$ cat config.mk
export PLATFORM = sky130hd
export DESIGN_NAME = stoplight_ctrl
export DESIGN_NICKNAME = d
export VERILOG_FILES = /design/src/rtl/stoplight_pkg.sv /design/src/rtl/stoplight_timer.sv /design/src/rtl/stoplight_ctrl.sv
export SDC_FILE = /design/constraint.sdc
export NUM_CORES = 1
export LEC_CHECK = 0
export CAP_MARGIN = 40
export CORE_UTILIZATION = 35
export CTS_BUF_LIST = sky130_fd_sc_hd__clkbuf_16
export CTS_CLUSTER_DIAMETER = 60
export DETAILED_ROUTE_END_ITERATION = 10
export GPL_TIMING_DRIVEN = 0
export PLACE_DENSITY = 0.68
export SLEW_MARGIN = 20
export SYNTH_ARGS = -nofsm -noshare
export SYNTH_HDL_FRONTEND = slang
export SYNTH_SLANG_ARGS = --single-unit
$ cat constraint.sdc
create_clock -name CLK -period 6.15 [get_ports CLK]
set_input_delay 1.5375 -clock CLK [delete_from_list [all_inputs] [get_ports CLK]]
set_output_delay 1.5375 -clock CLK [all_outputs]
set_load 0.03 [all_outputs]
$ cat src/rtl/stoplight_pkg.sv
// Shared definitions for the two-approach stoplight controller.
//   state_t      : 3-bit FSM state encoding (also visible on the State port)
//   lamps_t      : one bit per lamp, main approach, side approach, Walk
//   decode_lamps : Moore lamp decode from state and flash blink phase
package stoplight_pkg;

  typedef enum logic [2:0] {
    MAIN_GRN  = 3'd0,
    MAIN_YEL  = 3'd1,
    ALL_RED_A = 3'd2,
    SIDE_GRN  = 3'd3,
    SIDE_YEL  = 3'd4,
    ALL_RED_B = 3'd5,
    WALK      = 3'd6,
    FLASH     = 3'd7
  } state_t;

  typedef struct packed {
    logic main_g;
    logic main_y;
    logic main_r;
    logic side_g;
    logic side_y;
    logic side_r;
    logic walk;
  } lamps_t;

  // Each approach shows red unless its own green/yellow state is active.
  // FLASH is the exception: main blinks yellow, side blinks red, nothing else lit.
  function automatic lamps_t decode_lamps(input state_t s, input logic blink);
    lamps_t l;
    l        = '0;
    l.main_r = 1'b1;
    l.side_r = 1'b1;
    case (s)
      MAIN_GRN: begin l.main_r = 1'b0; l.main_g = 1'b1; end
      MAIN_YEL: begin l.main_r = 1'b0; l.main_y = 1'b1; end
      SIDE_GRN: begin l.side_r = 1'b0; l.side_g = 1'b1; end
      SIDE_YEL: begin l.side_r = 1'b0; l.side_y = 1'b1; end
      WALK:     l.walk = 1'b1;
      FLASH: begin
        l.main_r = 1'b0;
        l.main_y = blink;
        l.side_r = blink;
      end
      default: ;
    endcase
    return l;
  endfunction

endpackage

$ cat src/rtl/stoplight_timer.sv
// Loadable phase down-counter.
//   CLK      : clock, rising edge
//   Reset    : synchronous active-high; loads RST_VAL
//   load     : load load_val this edge (has priority over counting)
//   load_val : value to load (phase duration - 1)
//   value    : current count; decrements to 0 and holds there
//   expired  : value == 0
module stoplight_timer #(
  parameter int TW      = 8,
  parameter int RST_VAL = 0
) (
  input  logic          CLK,
  input  logic          Reset,
  input  logic          load,
  input  logic [TW-1:0] load_val,
  output logic [TW-1:0] value,
  output logic          expired
);

  // NOTE: state registers use non-blocking assignments so every flop samples
  // pre-edge values, independent of the order the always blocks execute in.
  always_ff @(posedge CLK) begin
    if (Reset)                value <= TW'(RST_VAL);
    else if (load)            value <= load_val;
    else if (value != '0)     value <= value - 1'b1;
  end

  assign expired = (value == '0);

endmodule

$ cat src/rtl/stoplight_ctrl.sv
// Two-approach intersection controller with pedestrian phase and
// maintenance flash.
//   CLK                 : clock, all state changes on rising edge
//   Reset               : synchronous active-high reset
//   Ped                 : pedestrian button (level, latched into a request)
//   SideCar             : side-road vehicle sensor (level, latched)
//   Flash               : maintenance flash request, honoured only in all-red
//   MainG/MainY/MainR   : main-road lamps
//   SideG/SideY/SideR   : side-road lamps
//   Walk                : pedestrian Walk lamp
//   State               : current FSM state code
module stoplight_ctrl
  import stoplight_pkg::*;
#(
  parameter int MIN_GREEN = 8,
  parameter int SIDE_T    = 6,
  parameter int YEL_T     = 3,
  parameter int RED_T     = 2,
  parameter int WALK_T    = 5,
  parameter int FLASH_T   = 4,
  parameter int TW        = 8
) (
  input  logic       CLK,
  input  logic       Reset,
  input  logic       Ped,
  input  logic       SideCar,
  input  logic       Flash,
  output logic       MainG,
  output logic       MainY,
  output logic       MainR,
  output logic       SideG,
  output logic       SideY,
  output logic       SideR,
  output logic       Walk,
  output logic [2:0] State
);

  state_t          state_q, next_state;
  logic            ped_req_q, car_req_q, blink_q;
  logic            ped_pend, car_pend;
  logic            enter, enter_walk, enter_side, flash_reload;
  logic            timer_load, timer_expired;
  logic [TW-1:0]   timer_load_val, timer_value;
  logic            unused_timer_value;
  lamps_t          lamps;

  // Count to load on entry to a state so that it lasts exactly its duration.
  function automatic logic [TW-1:0] phase_load(input state_t s);
    case (s)
      MAIN_GRN:             return TW'(MIN_GREEN - 1);
      MAIN_YEL, SIDE_YEL:   return TW'(YEL_T - 1);
      SIDE_GRN:             return TW'(SIDE_T - 1);
      WALK:                 return TW'(WALK_T - 1);
      FLASH:                return TW'(FLASH_T - 1);
      default:              return TW'(RED_T - 1);
    endcase
  endfunction

  // A press counts in the same cycle it arrives, not only once latched.
  assign ped_pend = ped_req_q | Ped;
  assign car_pend = car_req_q | SideCar;

  // NOTE: every output of this block gets a default first, so no path
  // through the case leaves it unassigned and no latch is inferred.
  always_comb begin
    next_state = state_q;
    case (state_q)
      MAIN_GRN:  if (timer_expired && (ped_pend || car_pend)) next_state = MAIN_YEL;
      MAIN_YEL:  if (timer_expired) next_state = ALL_RED_A;
      ALL_RED_A: if (timer_expired) begin
        if (Flash)         next_state = FLASH;
        else if (car_pend) next_state = SIDE_GRN;
        else               next_state = WALK;
      end
      SIDE_GRN:  if (timer_expired) next_state = SIDE_YEL;
      SIDE_YEL:  if (timer_expired) next_state = ALL_RED_B;
      ALL_RED_B: if (timer_expired) begin
        if (Flash)         next_state = FLASH;
        else if (ped_pend) next_state = WALK;
        else               next_state = MAIN_GRN;
      end
      WALK:      if (timer_expired) next_state = ALL_RED_B;
      FLASH:     if (!Flash) next_state = ALL_RED_B;
      default:   next_state = MAIN_GRN;
    endcase
  end

  assign enter      = (next_state != state_q);
  assign enter_walk = enter && (next_state == WALK);
  assign enter_side = enter && (next_state == SIDE_GRN);
  // FLASH has no exit timer; the timer only paces the blink half-period.
  assign flash_reload   = (state_q == FLASH) && (next_state == FLASH) && timer_expired;
  assign timer_load     = enter || flash_reload;
  assign timer_load_val = phase_load(next_state);

  stoplight_timer #(
    .TW      (TW),
    .RST_VAL (MIN_GREEN - 1)
  ) u_timer (
    .CLK      (CLK),
    .Reset    (Reset),
    .load     (timer_load),
    .load_val (timer_load_val),
    .value    (timer_value),
    .expired  (timer_expired)
  );

  // The raw count is a debug tap on the timer; only expiry steers the FSM.
  assign unused_timer_value = ^timer_value;

  always_ff @(posedge CLK) begin
    if (Reset) begin
      state_q   <= MAIN_GRN;
      ped_req_q <= 1'b0;
      car_req_q <= 1'b0;
      blink_q   <= 1'b0;
    end else begin
      state_q   <= next_state;
      // Set wins over the clear on phase entry, so a press is never lost.
      ped_req_q <= Ped     | (ped_req_q & ~enter_walk);
      car_req_q <= SideCar | (car_req_q & ~enter_side);
      if (enter && (next_state == FLASH)) blink_q <= 1'b0;
      else if (flash_reload)              blink_q <= ~blink_q;
    end
  end

  assign lamps = decode_lamps(state_q, blink_q);
  assign MainG = lamps.main_g;
  assign MainY = lamps.main_y;
  assign MainR = lamps.main_r;
  assign SideG = lamps.side_g;
  assign SideY = lamps.side_y;
  assign SideR = lamps.side_r;
  assign Walk  = lamps.walk;
  assign State = state_q;

endmodule

Yosys cells after proc, flatten, opt, wreduce, memory -nomap -nowiden
Cells that the tools add are included.

Add/subtract/negate cells: 1. Multipliers: 0. Divide/modulo/power cells: 0. Magnitude comparators: 0. Equal/unequal tests: 13. Shift-type cells: 0. Multiplexer cells: 22. Bitwise operators: 9. Reduce and logical (&&, ||, !) cells: 18.

Operator list (number): $mux W3 (11); $eq A3 B3 Y1 const B (7); $pmux W3 S7 (1); $mux W8 (2); $pmux W3 S5 (1); $eq A3 B2 Y1 const B (3); $logic_not A8 Y1 (1); $reduce_bool A8 Y1 (1); $reduce_or A2 Y1 (4); $sub A8 B1 Y8 const B (1); $eq A3 B1 Y1 const B (2); $logic_and A1 B1 Y1 (6); $logic_not A3 Y1 (2); $mux W1 (5); $or A1 B1 Y1 (4); $pmux W1 S2 (2); $ne A3 B3 Y1 (1); $not A1 Y1 (3); $reduce_or A3 Y1 (1); $and A1 B1 Y1 (2); $logic_or A1 B1 Y1 (2); $reduce_bool A2 Y1 (1).

Bits in registers: 14. Bits in latches: 0. RAM bits: 0. Bits in read-only memories: 0. Input port bits: 5. Output and inout bits: 10. Word-level logic and storage cells: 68. Memories: 0.

Depth between registers and ports, before layout
Gate-level depths: netlist (run 1).

Word-level depth: 10. Depth in mapped cells: 8. Gate-level depth less buffers: 8.

Cells and area by module
Synthesis (run 1) repeated with hierarchy kept, for this count alone.

Cells, all modules: 122. Area total of the unflattened synthesis: 1013.5 um^2.

Modules (own cells, without submodules): stoplight_ctrl (times used 1, cells each 71, area each 571.8 um^2, seq. area each 120.1 um^2); stoplight_timer (times used 1, cells each 51, area each 441.7 um^2, seq. area each 160.2 um^2).

Least setup slack after synthesis (run 1)
Ideal clock, no wire load.

Path type: register to output. Start point: register state_q[0], in the netlist State[0]. End point: output port SideR. Arrival: 1.828 ns. Data required time: 4.612 ns. Setup slack: 2.784 ns. Cell stages (with the launch flop): 5. Path buffers: 1. Cells stage by stage: dfxtp_1 -> clkbuf_1 -> inv_1 -> and3_1 -> a31oi_1.

Cells in the longest elaborated chain, start to end: 3. Elaborated cells on any way between the ends: 5. Classes of those cells: eq/ne: 3; mux: 1; reduce/logical: 1.

Ends and longest elaborated chain: start: declaration (RTL line stoplight_ctrl.sv:38) `state_t state_q, next_state;`; start signal: assignment (RTL line stoplight_ctrl.sv:118) `state_q <= next_state;`; $eq A3 B3 Y1 or $eq A3 B2 Y1 (tied branches) (RTL line stoplight_pkg.sv:35) `case (s)`; $reduce_or A2 Y1 (no line); $pmux W1 S2 * (RTL line stoplight_pkg.sv:35); end: declaration (RTL line stoplight_ctrl.sv:33) `output logic SideR,`.

Mark *: on every way between the ends. The rest lies on a longest branch, timed or not.

Final worst setup path (run 1)
Same ends and word-level chain as after synthesis.

==> results of run 1 <==
[sequential cells by signal, summed over array words and instances, names as in the netlist]
name and cells:
u_timer.value 8, ped_req_q 1, car_req_q 1, State 3, blink_q 1
[path summary, 6_finish.rpt]
path	start	end	depth (start not counted)
worst max-delay path	State[0]$_SDFF_PP0_	SideR	5
worst min-delay path	car_req_q$_SDFF_PP0_	car_req_q$_SDFF_PP0_	2
worst max register to register	u_timer.value[0]$_SDFFE_PP1P_	u_timer.value[0]$_SDFFE_PP1P_	7
worst min register to register	car_req_q$_SDFF_PP0_	car_req_q$_SDFF_PP0_	2
[cells in the mapped netlist (all sizes together) (3+ instances only)]
| cell | instances |
|---|---|
| nor4 | 3 |
| o21ai | 3 |
| a21oi | 6 |
| a31oi | 3 |
| dfxtp | 14 |
| nor2b | 3 |
| or2 | 3 |
| clkbuf | 3 |
| nor3 | 9 |
| nor2 | 17 |
| nand2 | 7 |
| xnor2 | 6 |
| inv | 7 |
[power by group through the flow]
stage	registers, uW	clock network (uW)	logic, uW
after detailed placement	98.2	0	18.5
final	96.7	123	18.8
after CTS	96.6	124	18.9
after floorplan	97.8	0	13.0
after global placement	98.1	0	18.2
after global routing	96.7	130	21.4
[logic make-up after synthesis]
family | count (synthesis)
and+or+nand+nor | 53
AOI/OAI and AO/OA | 27
DFF | 14
buffers and inverters | 11
xor gates and xnor gates | 8
muxes | 2
adders and majority gates | 1
[final cells by class]
type,instances,area share
multi-input cells,91,0.499
clock inverters,1,0.00332
repair buffers,13,0.115
inverters,7,0.0233
plain buffers,4,0.0133
clock buffers,3,0.0664
well taps,28,0.0310
flip-flops and latches,14,0.248
[stage by stage]
step / hold slack (ns) / power, uW
2_1_floorplan: 0.456 / 111
3_3_place_gp: 0.470 / 116
3_5_place_dp: 0.479 / 117
4_1_cts: 0.484 / 239
5_1_grt: 0.511 / 248
6_report: 0.485 / 238
[metal layers]
layer,vias to the layer above,GRT usage,wire length [um]
met5,-,0,0
met4,0,0.0921,41
met3,6,0.0261,171
met2,47,0.259,974
met1,427,0.224,942
li1,455,-,-
[worst max-delay path: stages (launching register included)]
cell and delay [ns]:
dfxtp_1 0.34, clkbuf_1 0.35, inv_1 0.20, and3_1 0.22, a31oi_1 0.13, clkdlybuf4s50_1 0.69
==> reports/metrics.cfg, run 1 <==
[power]
p_leak_uw=0.000390
p_clk_frac=0.515
ir_worst_vdd_uv=192
seq_power_share=0.406
swShare=0.206
p_comb_frac=0.079
p_int_uw=189
p_sw_uw=49.0
powerDensity_nw_per_um2=211

[timing]
layout_min_cycle_time_ns=3.71
fin_ws_ns=2.44
finalHoldViolCount=0
worst_slew_pin_slew_ns=0.674
drv_slew=0
period_share=0.603
finalSetupViolations=0
relSlewSlack=0.549
skew_ns=0.000881
maxClockFrequency_mhz=270
rsz0062_at_grt=no
setup_tns_ns=0

[detailed_routing]
vias=935
wl_mm=2.13
drt-wirelength-per-cell_um=13.2
drc=0
viasPerCell=5.81
final_antenna_net_count=0
drt_iter0_markers=46
drtPass1Iterations=4

[global_routing]
antenna_found_initial=0
grt-ovfl-total=0
grt_usage=0.169
grt_pass1_vias=777
grt_max_degree=11
grt_pass1_wl_mm=3.41

[clocking]
cts_setup_buffers=0
clk_latency_ns=0.24
clk_path_buf_depth=2
hold_buffers=0
cts_sinks=14
cts_tree=yes
cts.clk_slew.worst_paths_ns=0.05
cts_resized=0
cts-htree-levels=1
cts_buffers=3
cts_root_buffer=clkbuf_16

[synth]
syn_area_sq_um=886
synth_top_area_share=0.316
synthAdderAreaFrac=0.0141
mappedNetlistNets=122
synthCells=116
synth_top_cells_by_area=dfxtp_1, nor2_1, xnor2_1
async_flop_share=0
synth-seq-area-share=0.316
synth_top_flop_cell=dfxtp_1
yosys.area_share.simple=0.305
synth-xor-area-share=0.0791
yosys_warnings=0
synth_edf_count=0
yosysUniqueCellTypes=40
synth_compound_area_frac=0.216
ys_ff_latch=14
syn_area_per_cell_sq_um=7.64
synth_top_family_by_area=simple AND/OR/NAND/NOR gates
synth_mux_area_frac=0.0226
synth_largest_area_cell=dfxtp_1

[placement]
dpl_cell_area_sq_um=1050
dpl.cell_count=157
port-buffer-count=13
place.gp.congestion=0.928
dpl_worst_slack_ns=2.27
hpwl_mm=1.57

[run]
cap_violations=0

[die]
die_h_um=52.3
start_util=0.386
die_area_sq_um=2740
core_area_sq_um=2300
pin_count=15
rows=17
fp.dieW_um=52.3

[worst_hold_path]
hp-class=reg -> reg

[outcome]
status=finished, final reports clean

[critical_path]
crit_type=reg -> out
crit_path_max_fanout=10
required_ns=4.61
cp.arrival_ns=2.17
cp-end-kind=output pin
r2r_setup_slack_ns=3.54
start_kind=register

[cells_and_area]
area_growth_pct=27.5
final_layout_size_suffix_gt1_frac=0.0677
layout_common_cells=nor2_1, dfxtp_1, clkdlybuf4s50_1
antenna_cells=0
fin_util=0.492
instances_no_fill=161
fill_cells=222
finish.net_count=140
ff_latch_area_sq_um=280
final_common_cell=nor2_1
multi_input_area_sq_um=564
stdcell_area_sq_um=1130

Power figures use the tool's default switching activity.
==> inputs of run 2 (changes only) <==
--- a/config.mk
+++ b/config.mk
@@ -11,7 +11,7 @@
 export CTS_CLUSTER_DIAMETER = 60
 export DETAILED_ROUTE_END_ITERATION = 10
 export GPL_TIMING_DRIVEN = 0
-export PLACE_DENSITY = 0.68
+export PLACE_DENSITY = 0.7
 export SLEW_MARGIN = 20
 export SYNTH_ARGS = -nofsm -noshare
 export SYNTH_HDL_FRONTEND = slang
==> constraint.sdc (replaced) <==
create_clock -name CLK -period 3.2 [get_ports CLK]
set_input_delay 0.8 -clock CLK [delete_from_list [all_inputs] [get_ports CLK]]
set_output_delay 0.8 -clock CLK [all_outputs]
set_load 0.03 [all_outputs]
==> reports/metrics.cfg, run 2 (same netlist as run 1, synthesis figures left out) <==
[cells_and_area]
ff_latch_area_sq_um=280
final_layout_size_suffix_gt1_frac=0.0677
final_common_cell=nor2_1
antenna_cells=0
stdcell_area_sq_um=1130
fill_cells=241
regMostFlops=u_timer.value
area_growth_pct=27.5
largest_reg_flops=8
finish.net_count=140
multi_input_area_sq_um=564
layout_common_cells=nor2_1, dfxtp_1, clkdlybuf4s50_1

[detailed_routing]
final_antenna_net_count=0
drtPass1Iterations=4
wl_mm=2.21
drt-wirelength-per-cell_um=13.7
drt_iter0_markers=34
drc=0
vias=916
viasPerCell=5.69

[outcome]
status=finished, final reports clean

[clocking]
cts_sinks=14
cts_resized=0
cts_buffers=3
clk_path_buf_depth=2
clk_latency_ns=0.25
hold_buffers=0
cts.clk_slew.worst_paths_ns=0.05
cts_root_buffer=clkbuf_16
cts-htree-levels=1
cts_tree=yes
cts_setup_buffers=0

[die]
fp.dieW_um=52.3
rows=17
die_h_um=52.3
pin_count=15
die_area_sq_um=2740
start_util=0.386
core_area_sq_um=2300

[power]
seq_power_share=0.402
p_int_uw=364
powerDensity_nw_per_um2=409
swShare=0.213
ir_worst_vdd_uv=247
p_sw_uw=98.6
p_leak_uw=0.000390
p_clk_frac=0.518
p_comb_frac=0.080

[global_routing]
antenna_found_initial=0
grt_pass1_vias=819
grt_pass1_wl_mm=3.65
grt_usage=0.180
grt-ovfl-total=0
grt_max_degree=11

[critical_path]
crit_path_max_fanout=10
path_cells=clkbuf_1 > inv_1 > and3_1 > a31oi_1 > clkdlybuf4s50_1
cp-end-kind=output pin
r2r-end=u_timer.value[0]$_SDFFE_PP1P_
cp.arrival_ns=2.19
r2r-start=u_timer.value[0]$_SDFFE_PP1P_
cp_slowest_cell=clkdlybuf4s50_1
startpoint=State[0]$_SDFF_PP0_
r2r_setup_slack_ns=0.60
ff2ff_path_depth=7
critPathMaxStageDelay_ns=0.69
start_kind=register
required_ns=2.40
crit_type=reg -> out
worstSetupEndpoint=SideR

[timing]
finalSetupViolations=0
setup_tns_ns=0
drv_slew=0
finalHoldViolCount=0
rsz0062_at_grt=no
relSlewSlack=0.552
skew_ns=0.00180
layout_min_cycle_time_ns=2.99
period_share=0.934
maxClockFrequency_mhz=335
worst_slew_pin_slew_ns=0.668

[worst_hold_path]
hp-class=reg -> reg

[placement]
hpwl_mm=1.61
dpl_cell_area_sq_um=1050
port-buffer-count=13
place.gp.congestion=0.933

[run]
cap_violations=0

-- run 2: per-layer routing --
layer,vias up,GRT usage,part of all wire
met1,417,0.246,0.47
li1,459,-,-
met4,0,0.101,0.021
met2,35,0.272,0.46
met3,5,0.0203,0.048
met5,-,0,0
-- run 2: worst min-delay path by stage --
stage                          from                   end  slack [ns]  cells past startpoint
2_1_floorplan  car_req_q$_SDFF_PP0_  car_req_q$_SDFF_PP0_        0.46                      2
6_report       car_req_q$_SDFF_PP0_  car_req_q$_SDFF_PP0_        0.48                      2
3_3_place_gp   car_req_q$_SDFF_PP0_  car_req_q$_SDFF_PP0_        0.47                      2
3_5_place_dp   car_req_q$_SDFF_PP0_  car_req_q$_SDFF_PP0_        0.47                      2
5_1_grt        car_req_q$_SDFF_PP0_  car_req_q$_SDFF_PP0_        0.52                      2
4_1_cts        car_req_q$_SDFF_PP0_  car_req_q$_SDFF_PP0_        0.48                      2
-- run 2: cell type report --
class,instances,share of cell area
Buffer,4,0.0133
Sequential cell,14,0.248
Clock buffer,3,0.0664
Tap cell,28,0.0310
Inverter,7,0.0233
Multi-Input combinational cell,91,0.499
Clock inverter,1,0.00332
Timing Repair Buffer,13,0.115
-- run 2: power by group through the flow --
stage / Combinational, uW / Clock (uW) / Sequential [uW]
after detailed placement: 35.9 / 0 / 189
final: 37.0 / 240 / 186
after floorplan: 24.9 / 0 / 188
after CTS: 36.7 / 241 / 186
after global routing: 40.8 / 250 / 186
after global placement: 34.9 / 0 / 189
-- run 2: metrics by stage --
stage | setup WS (ns) | hold slack, ns | util | total power (uW) | cells
final | 0.212 | 0.478 | 0.492 | 463 | 161
after global routing | 0.0583 | 0.516 | 0.492 | 478 | 161
after CTS | 0.234 | 0.480 | 0.492 | 463 | 161
after detailed placement | 0.0711 | 0.474 | 0.458 | 225 | 157
after global placement | 0.101 | 0.471 | 0.458 | 223 | 157
after floorplan | 0.572 | 0.456 | - | 213 | 116
-- run 2: critical path, delay by kind of cell, from the launching register on --
family / cells / cell delay [ns]
DFF: 1 / 0.34
buffers and inverters: 3 / 1.25
AOI/OAI and AO/OA: 1 / 0.13
and+or+nand+nor: 1 / 0.22
